File: src/rtl/ma_channel_scheduler.sv
// Round-robin scheduler sharing one moving-average engine among NUM_CH sources.
// Optional: define MA_SCHED_PRIORITY_EN to give channel 0 absolute priority.
module ma_channel_scheduler #(
    parameter int NUM_CH  = 4,
    parameter int DATA_W  = 8,
    parameter int TIMEOUT = 31
) (
    input  logic                      clk,
    input  logic                      rst_n,
    input  logic [NUM_CH-1:0]         ch_req_i,
    input  logic [NUM_CH*DATA_W-1:0]  ch_data_i,
    output logic [NUM_CH-1:0]         ch_ack_o,
    output logic                      eng_strobe_o,
    output logic [DATA_W-1:0]         eng_data_o,
    input  logic                      eng_done_i,
    input  logic [DATA_W-1:0]         eng_avg_i,
    output logic                      res_valid_o,
    output logic [$clog2(NUM_CH)-1:0] res_ch_o,
    output logic [DATA_W-1:0]         res_data_o,
    output logic                      busy_o,
    output logic                      timeout_err_o
);

    localparam int CW = $clog2(NUM_CH);
    localparam logic [7:0] TLAST = 8'(TIMEOUT - 1);

    typedef enum logic [1:0] {
        IDLE,
        ISSUE,
        WAIT_DONE,
        CAPTURE
    } state_t;

    state_t              r_state, w_state;
    logic [CW-1:0]       r_grant, w_grant;
    logic [CW-1:0]       r_ptr, w_ptr;
    logic [7:0]          r_timer, w_timer;
    logic [NUM_CH-1:0]   r_ack, w_ack;
    logic                r_strobe, w_strobe;
    logic [DATA_W-1:0]   r_data, w_data;
    logic                r_res_valid, w_res_valid;
    logic [CW-1:0]       r_res_ch, w_res_ch;
    logic [DATA_W-1:0]   r_res_data, w_res_data;
    logic                r_busy, w_busy;
    logic                r_terr, w_terr;

    logic                w_found;
    logic [CW-1:0]       w_pick;
    logic [DATA_W-1:0]   w_sel;
    logic [NUM_CH-1:0]   w_onehot;
    logic [CW-1:0]       w_ptr_inc;
    logic                w_adv;

    // Scan upward from r_ptr first, then wrap around from index 0.
    always_comb begin
        w_found = 1'b0;
        w_pick  = '0;
        for (int i = 0; i < NUM_CH; i++) begin
            if (!w_found && ch_req_i[i] && (CW'(i) >= r_ptr)) begin
                w_found = 1'b1;
                w_pick  = CW'(i);
            end
        end
        for (int i = 0; i < NUM_CH; i++) begin
            if (!w_found && ch_req_i[i]) begin
                w_found = 1'b1;
                w_pick  = CW'(i);
            end
        end
`ifdef MA_SCHED_PRIORITY_EN
        if (ch_req_i[0]) begin
            w_found = 1'b1;
            w_pick  = '0;
        end
`endif
    end

    always_comb begin
        w_sel    = '0;
        w_onehot = '0;
        for (int i = 0; i < NUM_CH; i++) begin
            if (w_pick == CW'(i)) begin
                w_sel       = ch_data_i[i*DATA_W +: DATA_W];
                w_onehot[i] = 1'b1;
            end
        end
    end

    assign w_ptr_inc = (r_grant == CW'(NUM_CH - 1)) ? '0 : r_grant + CW'(1);

`ifdef MA_SCHED_PRIORITY_EN
    assign w_adv = (r_grant != '0);
`else
    assign w_adv = 1'b1;
`endif

    always_comb begin
        w_state     = r_state;
        w_grant     = r_grant;
        w_ptr       = r_ptr;
        w_timer     = r_timer;
        w_ack       = '0;
        w_strobe    = 1'b0;
        w_data      = r_data;
        w_res_valid = 1'b0;
        w_res_ch    = r_res_ch;
        w_res_data  = r_res_data;
        w_terr      = r_terr;
        unique case (r_state)
            IDLE: begin
                if (w_found) begin
                    w_state  = ISSUE;
                    w_grant  = w_pick;
                    w_data   = w_sel;
                    w_ack    = w_onehot;
                    w_strobe = 1'b1;
                end
            end
            ISSUE: begin
                w_timer = '0;
                w_state = WAIT_DONE;
            end
            WAIT_DONE: begin
                // Done wins over a timeout landing on the same cycle.
                if (eng_done_i) begin
                    w_state = CAPTURE;
                end else if (r_timer == TLAST) begin
                    w_terr  = 1'b1;
                    w_timer = '0;
                    w_ptr   = w_adv ? w_ptr_inc : r_ptr;
                    w_state = IDLE;
                end else begin
                    w_timer = r_timer + 8'd1;
                end
            end
            CAPTURE: begin
                w_res_data  = eng_avg_i;
                w_res_ch    = r_grant;
                w_res_valid = 1'b1;
                w_ptr       = w_adv ? w_ptr_inc : r_ptr;
                w_state     = IDLE;
            end
            default: w_state = IDLE;
        endcase
        w_busy = (w_state != IDLE);
    end

    always_ff @(posedge clk or negedge rst_n) begin
        if (!rst_n) begin
            r_state     <= IDLE;
            r_grant     <= '0;
            r_ptr       <= '0;
            r_timer     <= '0;
            r_ack       <= '0;
            r_strobe    <= 1'b0;
            r_data      <= '0;
            r_res_valid <= 1'b0;
            r_res_ch    <= '0;
            r_res_data  <= '0;
            r_busy      <= 1'b0;
            r_terr      <= 1'b0;
        end else begin
            r_state     <= w_state;
            r_grant     <= w_grant;
            r_ptr       <= w_ptr;
            r_timer     <= w_timer;
            r_ack       <= w_ack;
            r_strobe    <= w_strobe;
            r_data      <= w_data;
            r_res_valid <= w_res_valid;
            r_res_ch    <= w_res_ch;
            r_res_data  <= w_res_data;
            r_busy      <= w_busy;
            r_terr      <= w_terr;
        end
    end

    assign ch_ack_o      = r_ack;
    assign eng_strobe_o  = r_strobe;
    assign eng_data_o    = r_data;
    assign res_valid_o   = r_res_valid;
    assign res_ch_o      = r_res_ch;
    assign res_data_o    = r_res_data;
    assign busy_o        = r_busy;
    assign timeout_err_o = r_terr;

endmodule
File: config.mk
export PLATFORM = sky130hd
export DESIGN_NAME = ma_channel_scheduler
export DESIGN_NICKNAME = d
export VERILOG_FILES = /design/src/rtl/ma_channel_scheduler.sv
export SDC_FILE = /design/constraint.sdc
export NUM_CORES = 1
export LEC_CHECK = 0
export CORE_UTILIZATION = 49
export DETAILED_ROUTE_END_ITERATION = 7
export PLACE_DENSITY = 0.86
export SLEW_MARGIN = 25
export SYNTH_ARGS = -nofsm -noshare
export SYNTH_HDL_FRONTEND = slang
export SYNTH_SLANG_ARGS = --single-unit
File: constraint.sdc
create_clock -name clk -period 3.3 [get_ports clk]
set_clock_uncertainty 0.05 [all_clocks]
set_input_delay 0.495 -clock clk [delete_from_list [all_inputs] [get_ports clk]]
set_output_delay 0.495 -clock clk [all_outputs]
set_load 0.02 [all_outputs]
==> out/qor.csv, run 1 <==
stage,metric,value,unit
grt,vias in the first global route,1669,
cts,clock tree root buffer cell,clkbuf_8,
placed_design,port bufs,72,
yosys,"count leader, synth",dfrtp_1,
timing,final cycle utilization of the critical path,66.9,%
cts,post-CTS setup buffers,0,
cts,clk_lat worst skew,0.29,ns
critical_path,critical path class,in -> reg,
timing,setup TNS,0,ns
pwr,maximum vdd drop,354,µV
cts,post-cts resize count,0,
finish,ratio of cells with drive above 1 in the final layout,11.0,%
hold_path,Hold Path Class,in -> async,
yosys,sequential area share after synthesis,47.4,%
run,max-cap violations,0,
finish,area of the multi-input gates,1000,µm²
timing,Final setup viols,0,
placed_design,Post-DP HPWL,3.43,mm
route,DR WL/cell,13.6,µm
pwr,Lkg Pwr,1.28,nW
critical_path,CP max FO,16,
cts,clock transition at the registers of the reported paths,0.08,ns
route,DRC,0,
grt,GRT Total Usage,20.6,%
finish,Fill cells,294,
placed_design,Final Wtd Congestion,0.827,
finish,Syn-to-layout area delta,38.9,%
yosys,Synth Instances,212,
die,Die X,67.7,µm
yosys,Synth top area share,47.4,%
die,Top Ports,73,
yosys,Syn Nets,262,
yosys,"Warnings, synthesis",0,
yosys,async set-reset flop share out of synthesis,100,%
die,initial core utilization,52.1,%
grt,initial antenna violation count,0,
cts,hold_buf cts,0,
route,Post-Route WL,4.52,mm
die,# rows,23,
finish,Ant. Diodes,0,
die,Die ar.,4580,µm²
timing,Final Max Slew Viols,0,
yosys,"EDFF count, synth",0,
cts,number of buffers created by CTS,5,
timing,setup repair after global routing missed its margin,false,
route,"antenna viol nets, final",0,
route,DR vias,1832,
timing,Relative slew margins,44.6,%
timing,Max Freq,0.453,GHz
critical_path,Worst Setup Start Kind,primary input,
yosys,synthesized area per cell,9.96,µm²
yosys,Post-synth top cells,"40 x dfrtp_1, 19 x nor2_1, 18 x nand2_1",
finish,Finished Layout Cells,332,
finish,FF/Latch Area,1000,µm²
cts,H-tree depth,2,
finish,layout net count,331,
grt,first-pass GRT wire length,7.13,mm
yosys,post-synth cell types,43,
cts,clock buffer depth,2,
status,status,"finished, final reports clean",
die,Core Footprint,4060,µm²
timing,Final Hold Viols,0,
timing,min Tclk post-route,2.21,ns
pwr,Power Density,834,nW/µm²
die,die height,67.7,µm
yosys,Post-Syn Area,2110,µm²
grt,GRT Residual Overflow,0,
cts,CTS Sinks,40,
placed_design,placed insts,324,
route,count of TritonRoute iterations in the first routing pass,4,
route,initial drt markers,109,
timing,Worst Tran Pin Value,0.831,ns
critical_path,CP arrival,2.34,ns
yosys,Synth Flop Type,dfrtp_1,
yosys,most area-consuming cells after synthesis,"dfrtp_1 47%, mux2_2 6.4%, o21ai_0 3.8%",
yosys,number of synthesized register bits,40,
yosys,cell taking the most area after synthesis,dfrtp_1,
cts,CTS tree,done,
grt,largest net degree at the start of global routing,41,
critical_path,CP endpoint kind,flop,
route,vias per cell,5.52,
critical_path,required time worst endpoint,3.44,ns
## sequential cells by signal, indices dropped and copies added, names as in the netlist
signal and cells:
eng_data_o 8, res_data_o 8, res_ch_o 2, r_grant 2
ch_ack_o 4, r_ptr 2, timeout_err_o 1, busy_o 1
r_state 2, eng_strobe_o 1, r_timer 8, res_valid_o 1
## metal layers
| layer | vias up | GRT usage, % | wire (µm) |
|---|---|---|---|
| li1 | 893 | - | - |
| met1 | 844 | 26.1 | 1930 |
| met2 | 89 | 34.3 | 2190 |
| met3 | 6 | 5.07 | 366 |
| met4 | 0 | 6.12 | 27 |
| met5 | - | 0 | 0 |
## layout by cell type (no fill, tap or decap), types with 2 or more instances in the layout
cell type,count
and3_1,5
clkbuf_8,5
nor2b_1,3
nor2_1,19
nand3_1,3
nand2_1,18
mux2_2,12
ha_1,3
nand4_1,4
clkdlybuf4s50_1,71
o31a_1,7
nand2b_1,5
o21a_1,3
o21ai_0,16
a211o_1,2
nor3_1,8
o21ai_1,3
xor2_1,4
dfrtp_1,40
inv_1,8
clkinv_4,2
a21oi_1,11
nor3_2,2
a221oi_1,7
## final timing paths
path                                        start                         to  slack [ns]  cells after the start
min in group clk           r_timer[4]$_DFFE_PN0P_     r_timer[4]$_DFFE_PN0P_        0.42                      1
min reg2reg                r_timer[4]$_DFFE_PN0P_     r_timer[4]$_DFFE_PN0P_        0.42                      1
max reg2reg                r_timer[0]$_DFFE_PN0P_       r_ptr[0]$_DFFE_PN0P_        1.41                      7
min                                         rst_n     r_timer[0]$_DFFE_PN0P_        0.25                      1
max                                   ch_req_i[1]  eng_data_o[7]$_DFFE_PN0P_        1.09                      8
max in group asynchronous                   rst_n       r_ptr[1]$_DFFE_PN0P_        2.43                      1
## metrics by stage
step / cell area [µm²] / power (mW) / util, % / hold WS [ns] / setup slack [ns]
finish: 2930 / 2.45 / 72.3 / 0.252 / 1.09
global route: 2930 / 2.63 / 72.3 / 0.318 / 0.956
CTS: 2930 / 2.47 / 72.3 / 0.280 / 1.12
detailed placement: 2820 / 2.06 / 69.4 / 0.404 / 0.806
global placement: 2820 / 2.03 / 69.4 / 0.411 / 0.897
floorplan: 2110 / 1.62 / - / 0.149 / 1.55
## layout make-up
type                            count  share of cell area [%]
Sequential cell                    40                    34.1
Multi-Input combinational cell    153                    34.1
Timing Repair Buffer               73                    24.6
Clock buffer                        5                    2.35
Tap cell                           50                    2.13
Clock inverter                      3                    1.62
Inverter                            8                    1.02
## critical path, stage by stage
cell,delay [ns]
clkdlybuf4s50_1,0.49
nor4_1,0.48
nand2b_1,0.17
buf_4,0.20
inv_1,0.19
nor2_1,0.14
a21oi_1,0.05
o21a_1,0.12
## where the power goes
| group | total (mW) | internal (mW) | switching [mW] |
|---|---|---|---|
| registers | 0.833 | 0.684 | 0.149 |
| logic | 1.22 | 0.590 | 0.628 |
| clock network | 0.397 | 0.227 | 0.169 |
| total | 2.45 | 1.50 | 0.946 |
## kinds of logic (layout without fill, tap and decap cells)
| logic type | count (synthesis) | after routing | synth area share (%) |
|---|---|---|---|
| AOI/OAI and AO/OA | 58 | 58 | 18.5 |
| xor gates and xnor gates | 5 | 5 | 2.07 |
| adders and majority gates | 3 | 3 | 1.78 |
| buffers and inverters | 19 | 89 | 5.21 |
| DFF | 40 | 40 | 47.4 |
| muxes | 12 | 12 | 6.40 |
| and+or+nand+nor | 75 | 75 | 18.7 |
No activity file was read; power rests on OpenSTA's default activity.
==> run 2: changes to the inputs <==
Settings changed: CORE_UTILIZATION 49 to 41, PLACE_DENSITY 0.86 to 0.76.
Clock period 3.3 ns to 2 ns, I/O delays scaled along.
==> out/qor.csv, run 2 (same netlist as run 1, synthesis figures left out) <==
stage,metric,value,unit,change
status,status,"finished, violations left",,
status,failing checks,negative hold slack,,
placed_design,placed insts,351,,+8.3%
placed_design,port bufs,72,,unchanged
pwr,total power draw,4.15,mW,+69%
grt,GRT Residual Overflow,0,,unchanged
timing,setup TNS,0,ns,unchanged
timing,hold_ws,-0.00886,ns,-0.260 ns
cts,post-CTS setup buffers,0,,unchanged
grt,first-pass GRT wire length,7.70,mm,+7.9%
finish,Finished Layout Cells,359,,+8.1%
timing,Relative slew margins,67.7,%,+23 points
die,initial core utilization,43.6,%,-8.5 points
finish,Ant. Diodes,0,,unchanged
timing,Final Hold Viols,6,,+6
placed_design,setup slack at placement,-0.155,ns,-0.961 ns
placed_design,Final Wtd Congestion,0.873,,+5.6%
grt,vias in the first global route,1704,,+2.1%
cts,clock transition at the registers of the reported paths,0.08,ns,about the same
route,initial drt markers,90,,-17%
critical_path,critical path class,in -> reg,,
route,Post-Route WL,4.82,mm,+6.7%
die,die height,73.8,µm,+9.0%
cts,hold_buf cts,0,,unchanged
finish,post-layout util,62.9,%,-9.4 points
pwr,maximum vdd drop,589,µV,+66%
route,count of TritonRoute iterations in the first routing pass,4,,unchanged
timing,Final setup viols,0,,unchanged
grt,GRT Total Usage,18.8,%,-1.8 points
route,"antenna viol nets, final",0,,unchanged
cts,number of buffers created by CTS,5,,unchanged
die,Top Ports,73,,unchanged
cts,clk_lat worst skew,0.29,ns,about the same
grt,initial antenna violation count,0,,unchanged
cts,CTS Sinks,40,,unchanged
timing,setup repair after global routing missed its margin,false,,
hold_path,Hold Path Class,in -> async,,
die,Die X,73.8,µm,+9.0%
finish,area of the multi-input gates,1000,µm²,+0.12%
cts,clock buffer depth,2,,unchanged
finish,Syn-to-layout area delta,44.3,%,
critical_path,CP arrival,2.00,ns,-0.34 ns
critical_path,CP max FO,11,,-5
route,vias per cell,5.21,,-5.7%
finish,layout net count,341,,+3.0%
cts,clock tree root buffer cell,clkbuf_8,,
pwr,Lkg Pwr,1.34,nW,+4.4%
finish,Fill cells,424,,+44%
timing,min Tclk post-route,1.87,ns,
timing,final worst slack,0.134,ns,-0.959 ns
route,DR vias,1869,,+2.0%
cts,H-tree depth,2,,unchanged
pwr,Power Density,1360,nW/µm²,+63%
finish,ratio of cells with drive above 1 in the final layout,14.0,%,+3.0 points
timing,Final Max Slew Viols,0,,unchanged
placed_design,Placed Area,2940,µm²,+4.3%
finish,"commonest non-fill, non-tap cells in the layout","71 x clkdlybuf4s50_1, 40 x dfrtp_1, 19 x nor2_1",,
timing,final cycle utilization of the critical path,93.3,%,
route,DRC,0,,unchanged
route,DR WL/cell,13.4,µm,-1.3%
finish,final instance area,3050,µm²,+3.9%
finish,"commonest non-fill, non-tap cell in the layout",clkdlybuf4s50_1,,
die,Die ar.,5440,µm²,+19%
critical_path,required time worst endpoint,2.13,ns,-1.31 ns
cts,CTS tree,done,,
critical_path,Worst Setup Start Kind,primary input,,
die,# rows,25,,+8.7%
finish,FF/Latch Area,1000,µm²,unchanged
grt,largest net degree at the start of global routing,41,,unchanged
cts,post-cts resize count,0,,unchanged
timing,Max Freq,0.536,GHz,
timing,Worst Tran Pin Value,0.484,ns,-0.347 ns
run,max-cap violations,0,,unchanged
die,Core Footprint,4850,µm²,+19%
critical_path,CP endpoint kind,flop,,
placed_design,Post-DP HPWL,3.58,mm,+4.3%
==> run 2: cell types whose count changed in the layout (fill, tap and decap cells not counted) <==
cell	before	now
buf_4	1	9
o21a_1	3	2
clkinv_4	2	0
buf_12	0	2
o21a_2	0	1
clkbuf_1	0	1
clkinv_2	0	1
==> run 2: worst paths after layout <==
| kind | start | endpoint | slack, ns | cells after the start |
|---|---|---|---|---|
| setup reg to reg | r_timer[0]$_DFFE_PN0P_ | r_ptr[1]$_DFFE_PN0P_ | 0.18 | 7 |
| hold reg to reg | r_timer[4]$_DFFE_PN0P_ | r_timer[4]$_DFFE_PN0P_ | 0.42 | 1 |
| min in group clk | r_timer[4]$_DFFE_PN0P_ | r_timer[4]$_DFFE_PN0P_ | 0.42 | 1 |
| hold / removal | rst_n | r_timer[6]$_DFFE_PN0P_ | -0.009 | 2 |
| max in group asynchronous | rst_n | res_data_o[6]$_DFFE_PN0P_ | 1.55 | 2 |
| setup / recovery | ch_req_i[1] | eng_data_o[7]$_DFFE_PN0P_ | 0.13 | 8 |
==> run 2: layout make-up <==
cell class / instances / share of cell area [%]
Sequential cell: 40 / 32.8
Clock inverter: 2 / 1.15
Clock buffer: 6 / 2.38
Multi-Input combinational cell: 153 / 32.9
Timing Repair Buffer: 83 / 27.0
Tap cell: 67 / 2.75
Inverter: 8 / 0.985
==> run 2: power by group <==
part	total, mW	switching [mW]	internal [mW]
Sequential	1.36	0.229	1.13
Combinational	2.14	1.08	1.07
Clock	0.643	0.272	0.370
Total	4.15	1.58	2.56
==> run 2: per-layer routing <==
metal / wire length, µm / up-vias / share of wire, % / track usage (%)
met2: 2330 / 71 / 48 / 31.2
met3: 292 / 7 / 6.1 / 4.94
met1: 2130 / 880 / 44 / 23.3
met5: 0 / - / 0 / 0
li1: - / 911 / - / -
met4: 63 / 0 / 1.3 / 7.26
==> run 2: critical path: stages <==
cell and delay (ns):
clkdlybuf4s50_1 0.42, nor4_1 0.38, buf_4 0.19, nand2b_1 0.19, inv_1 0.21, nor2_1 0.14
a21oi_1 0.05, o21a_1 0.12
